<file path="src/rtl/video_timing_driver.sv">
// Raster timing generator for the DVI path: hsync/vsync/de plus a coordinate
// request port whose early issue hides the drawing logic's fixed latency.
module video_timing_driver #(
  parameter int unsigned H_SYNC      = 40,
  parameter int unsigned H_BACK      = 220,
  parameter int unsigned H_DISP      = 1280,
  parameter int unsigned H_FRONT     = 110,
  parameter int unsigned V_SYNC      = 5,
  parameter int unsigned V_BACK      = 20,
  parameter int unsigned V_DISP      = 720,
  parameter int unsigned V_FRONT     = 5,
  parameter int unsigned SYNC_POL    = 1,
  parameter int unsigned PIX_LATENCY = 2
) (
  input  logic        pclk,
  input  logic        reset_n,
  input  logic        pattern_en,
  output logic        pixel_req,
  output logic [11:0] pixel_xpos,
  output logic [11:0] pixel_ypos,
  input  logic [23:0] pixel_data,
  output logic        video_hsync,
  output logic        video_vsync,
  output logic        video_de,
  output logic [23:0] video_rgb,
  output logic        frame_start
);

  localparam int unsigned H_TOTAL = H_SYNC + H_BACK + H_DISP + H_FRONT;
  localparam int unsigned V_TOTAL = V_SYNC + V_BACK + V_DISP + V_FRONT;

  localparam logic [11:0] H_LAST    = 12'(H_TOTAL - 1);
  localparam logic [11:0] V_LAST    = 12'(V_TOTAL - 1);
  localparam logic [11:0] HA_W      = 12'(H_SYNC + H_BACK);
  localparam logic [11:0] VA_W      = 12'(V_SYNC + V_BACK);
  localparam logic [11:0] REQ_START = 12'(H_SYNC + H_BACK - PIX_LATENCY);
  localparam logic [11:0] H_DISP_W  = 12'(H_DISP);
  localparam logic [11:0] V_DISP_W  = 12'(V_DISP);
  localparam logic [11:0] H_SYNC_W  = 12'(H_SYNC);
  localparam logic [11:0] V_SYNC_W  = 12'(V_SYNC);
  localparam logic [11:0] BAR_W     = 12'(H_DISP / 8);
  localparam logic        SYNC_ON   = (SYNC_POL != 0);

  logic [11:0] h_cnt_q, h_cnt_d;
  logic [11:0] v_cnt_q, v_cnt_d;
  logic [11:0] h_rel, v_rel, req_rel;
  logic        h_act, v_act, de_raw, req;
  logic [23:0] bar_rgb;

  logic        hsync_q, hsync_d;
  logic        vsync_q, vsync_d;
  logic        de_q, de_d;
  logic [23:0] rgb_q, rgb_d;
  logic        fs_q, fs_d;

  always_comb begin
    h_cnt_d = h_cnt_q + 12'd1;
    v_cnt_d = v_cnt_q;
    if (h_cnt_q == H_LAST) begin
      h_cnt_d = '0;
      v_cnt_d = (v_cnt_q == V_LAST) ? '0 : v_cnt_q + 12'd1;
    end
  end

  // Window tests use wrapped offsets: a count below the window start wraps
  // far above the window length, so one unsigned compare covers both ends.
  always_comb begin
    h_rel   = h_cnt_q - HA_W;
    v_rel   = v_cnt_q - VA_W;
    req_rel = h_cnt_q - REQ_START;
    h_act   = (h_rel < H_DISP_W);
    v_act   = (v_rel < V_DISP_W);
    de_raw  = h_act && v_act;
    req     = v_act && (req_rel < H_DISP_W);
  end

  always_comb begin
    bar_rgb = 24'h000000;
    case (h_rel / BAR_W)
      12'd0:   bar_rgb = 24'hFFFFFF;
      12'd1:   bar_rgb = 24'hFFFF00;
      12'd2:   bar_rgb = 24'h00FFFF;
      12'd3:   bar_rgb = 24'h00FF00;
      12'd4:   bar_rgb = 24'hFF00FF;
      12'd5:   bar_rgb = 24'hFF0000;
      12'd6:   bar_rgb = 24'h0000FF;
      default: bar_rgb = 24'h000000;
    endcase
  end

  always_comb begin
    hsync_d = (h_cnt_q < H_SYNC_W) ? SYNC_ON : ~SYNC_ON;
    vsync_d = (v_cnt_q < V_SYNC_W) ? SYNC_ON : ~SYNC_ON;
    de_d    = de_raw;
    rgb_d   = de_raw ? (pattern_en ? bar_rgb : pixel_data) : '0;
    fs_d    = (h_cnt_q == '0) && (v_cnt_q == '0);
  end

  always_ff @(posedge pclk or negedge reset_n) begin
    if (!reset_n) begin
      h_cnt_q <= '0;
      v_cnt_q <= '0;
      hsync_q <= ~SYNC_ON;
      vsync_q <= ~SYNC_ON;
      de_q    <= 1'b0;
      rgb_q   <= '0;
      fs_q    <= 1'b0;
    end else begin
      h_cnt_q <= h_cnt_d;
      v_cnt_q <= v_cnt_d;
      hsync_q <= hsync_d;
      vsync_q <= vsync_d;
      de_q    <= de_d;
      rgb_q   <= rgb_d;
      fs_q    <= fs_d;
    end
  end

  assign pixel_req   = req;
  assign pixel_xpos  = req ? req_rel : '0;
  assign pixel_ypos  = req ? v_rel : '0;
  assign video_hsync = hsync_q;
  assign video_vsync = vsync_q;
  assign video_de    = de_q;
  assign video_rgb   = rgb_q;
  assign frame_start = fs_q;

endmodule

</file>
<file path="config.mk">
export PLATFORM = sky130hd
export DESIGN_NAME = video_timing_driver
export DESIGN_NICKNAME = d
export VERILOG_FILES = /design/src/rtl/video_timing_driver.sv
export SDC_FILE = /design/constraint.sdc
export NUM_CORES = 1
export LEC_CHECK = 0
export ABC_AREA = 1
export CORE_ASPECT_RATIO = 1.2
export CORE_UTILIZATION = 50
export CTS_BUF_LIST = sky130_fd_sc_hd__clkbuf_4 sky130_fd_sc_hd__clkbuf_8
export CTS_CLUSTER_DIAMETER = 60
export DETAILED_ROUTE_END_ITERATION = 10
export HOLD_SLACK_MARGIN = 0.12
export PLACE_DENSITY = 0.79
export SLEW_MARGIN = 20
export SYNTH_ARGS = -nofsm -noshare
export SYNTH_HDL_FRONTEND = slang
export SYNTH_SLANG_ARGS = --single-unit
</file>
<file path="constraint.sdc">
create_clock -name pclk -period 4.45 [get_ports pclk]
set_input_delay 0.445 -clock pclk [delete_from_list [all_inputs] [get_ports pclk]]
set_output_delay 0.445 -clock pclk [all_outputs]
set_load 0.01 [all_outputs]
</file>
==> results.py <==
metrics = {
    "setup_path": {
        "cp-end-kind": "primary output",
        "cp-start-kind": "register",
        "rr_worst_depth": 24,
        "critPathMaxFanout": 10,
        "critical_path.startpoint": "h_cnt_q[2]$_DFF_PN0_",
        "r2r_start": "h_cnt_q[2]$_DFF_PN0_",
        "worstSetupPathType": "reg2out",
        "worstReg2RegEnd": "video_rgb[2]$_DFF_PN0_",
        "arrival_ns": 3.39,
        "r2r_slack_ns": 0.78,
        "required_ns": 4.01,
        "critPathCapture": "pixel_ypos[3]",
    },
    "sta": {
        "finalHoldViolCount": 0,
        "worstMarginPinSlew_ns": 0.918,
        "setup_viol": 0,
        "skew_ns": 0.00686,
        "slew_violations": 0,
        "period_share": 0.862,
        "max_freq_mhz": 261,
        "rsz0062_at_grt": "false",
        "setup_tns_ns": 0,
        "fin_crit_ns": 3.84,
        "slew_headroom": 0.386,
    },
    "routing": {
        "final_antenna_net_count": 0,
        "vias": 3448,
        "wirelength_um": 9200,
        "drtIter0Drc": 219,
        "vias_per_cell": 5.12,
        "drtPass1Iterations": 5,
        "routedWlPerCell_um": 13.6,
        "drc": 0,
    },
    "yosys": {
        "ys_warn_count": 0,
        "syn_avg_cell_area_um2": 7.35,
        "synth_cell_type_count": 43,
        "syn_area_um2": 3740,
        "yosys-top-cells-area": "dfrtp_1 35%, nor2_1 10%, nand2_1 9.1%, inv_1 5.1%, ha_1 5.0%",
        "synth-seq-cells": 52,
        "yosysTopAreaCell": "dfrtp_1",
        "seq_area_frac_synth": 0.348,
        "synth_cells": 509,
        "synth_top_cell_area_share": 0.348,
    },
    "layout": {
        "insertedDiodeCount": 0,
        "final_cell_mix": "102 x nor2_1, 91 x nand2_1, 75 x clkdlybuf4s50_1",
        "drive_gt1_frac": 0.135,
        "areaGrowthSynthToFinish_pct": 24.5,
        "final_cell_area_um2": 4660,
        "final_util": 0.644,
        "nFillCells": 670,
        "layout_commonest_cell": "nor2_1",
        "fin_nets": 625,
    },
    "global_route": {
        "grt_pass1_vias": 3514,
        "gr-usage-met3": 0.0330,
        "met1_usage": 0.309,
        "grt_max_degree": 53,
        "grt_pass1_wl_um": 15600,
        "gr-max-usage-layer": "met2",
        "grt-ovfl-total": 0,
        "antenna_found_initial": 0,
        "grt_usage": 0.252,
        "grtUsageMet2": 0.440,
    },
    "die": {
        "fp.dieH_um": 96.8,
        "die_area_um2": 7840,
        "dieWidth_um": 81.0,
        "ioPinCount": 80,
        "coreArea_um2": 7230,
        "row_count": 34,
        "initial_core_util": 0.518,
    },
    "clock_tree": {
        "clk-insertion-delay-late_ns": 0.30,
        "clk_path_buf_depth": 2,
        "clockRootBuffer": "clkbuf_8",
        "h-tree-depth": 2,
        "cts_tree": "built",
        "cts_sinks": 52,
        "clkTransAtPathRegs_ns": 0.10,
        "cts_buffers": 5,
    },
    "power": {
        "power.density_nw_per_um2": 171,
        "p_leak_uw": 0.00234,
        "p_clk_frac": 0.353,
        "seqPwrFrac": 0.593,
        "switching_share": 0.233,
        "p_int_uw": 611,
        "p_sw_uw": 186,
        "ir_worst_vdd_mv": 0.159,
        "combPwrFrac": 0.054,
    },
    "placement": {
        "place_area_um2": 4560,
        "globalplace.congestion": 0.969,
        "hpwl_um": 7300,
        "numPortBuffers": 76,
    },
    "job": {
        "max_cap_violations": 0,
    },
    "min_path": {
        "hp-class": "in2async",
    },
    "run_status": {
        "outcome": "completed",
    },
}
-- kinds of logic (layout without fill, tap and decap cells) --
kind of cell,count (synthesis),after routing,share of synthesized area
AO/OA/AOI/OAI,40,40,0.0642
adder cells (fa/ha/maj),15,15,0.0501
AND/OR/NAND/NOR,301,301,0.395
buffers and inverters,78,151,0.0859
other,1,3,0.00100
XOR/XNOR,22,22,0.0565
flip-flops,52,52,0.348
-- routing by layer --
metal  wire, µm  vias to the layer above
met4        193                        0
li1           -                     1731
met3        353                       18
met2       4820                       81
met5          0                        -
met1       3840                     1618
-- power by group through the flow --
stage                     sequential (µW)  combinational, µW  clock, µW
after floorplan                       482               12.7          0
after global placement                481               43.5          0
after detailed placement              481               44.2          0
after CTS                             472               44.3        291
after global routing                  472               49.2        308
final                                 472               43.2        281
-- critical path, cell delays in order, from the launching register on --
cell and delay (ns):
dfrtp_1 0.52, inv_1 0.22, ha_1 0.34, nand2_1 0.11
nor2_1 0.21, nand2_1 0.08, nand2_1 0.08, nand2_1 0.07
xor2_1 0.21, a21o_1 0.11, nand4_1 0.14, buf_4 0.22
a21oi_1 0.12, o21a_1 0.13, clkdlybuf4s50_1 0.52
-- worst min path at each step --
stage / from / end / slack, ns / cells after the start
2_1_floorplan: reset_n / frame_start$_DFF_PN0_ / 0.15 / 0
3_3_place_gp: v_cnt_q[10]$_DFFE_PN0N_ / v_cnt_q[10]$_DFFE_PN0N_ / 0.53 / 1
3_5_place_dp: v_cnt_q[10]$_DFFE_PN0N_ / v_cnt_q[10]$_DFFE_PN0N_ / 0.54 / 1
4_1_cts: reset_n / video_rgb[9]$_DFF_PN0_ / 0.26 / 2
5_1_grt: reset_n / video_rgb[9]$_DFF_PN0_ / 0.29 / 2
6_report: reset_n / video_rgb[5]$_DFF_PN0_ / 0.24 / 2
-- sequential cells by signal (all words and copies together) (netlist names) --
name and cells:
h_cnt_q 12, video_hsync 1, video_rgb 24, frame_start 1
v_cnt_q 12, video_vsync 1, video_de 1
-- Yosys cell counts (all sizes together) --
cell	instances
a21oi	17
a221oi	1
conb	1
nand2	119
a31oi	1
xnor2	4
buf	9
o211ai	1
nand3	37
a211oi	1
dfrtp	52
or2	1
inv	61
o21a	1
a2bb2oi	1
o21ai	11
clkinv	3
nor4	3
nand4	10
o31ai	1
nor2	118
ha	15
o21bai	3
nor3b	2
nor3	10
a21o	1
and2	1
xor2	18
a2111oi	1
clkbuf	5
-- through the flow --
step | total power (µW) | instances | setup WS (ns) | hold slack [ns]
finish | 797 | 674 | 0.614 | 0.239
floorplan | 494 | 511 | 1.32 | 0.149
global route | 830 | 674 | 0.311 | 0.288
detailed placement | 526 | 665 | 0.661 | 0.539
CTS | 808 | 673 | 0.289 | 0.265
global placement | 525 | 665 | 0.825 | 0.529
-- cell type report --
| type | count | area, µm² | area share |
|---|---|---|---|
| inverters | 64 | 243 | 0.0521 |
| flip-flops and latches | 52 | 1300 | 0.279 |
| well taps | 90 | 113 | 0.0242 |
| multi-input cells | 381 | 2130 | 0.457 |
| repair buffers | 79 | 778 | 0.167 |
| clock inverters | 3 | 27.5 | 0.00591 |
| clock buffers | 5 | 68.8 | 0.0148 |
-- timing repair --
| action | 4_1_cts | 5_1_grt |
|---|---|---|
| setup endpoints to repair | 0 | 2 |
| gates resized for setup | 0 | 0 |
| hold endpoints to repair | 0 | 0 |
| hold buffers | 0 | 0 |
| buffers inserted | 0 | 1 |
Note: power is estimated with default switching activity, not from simulation.
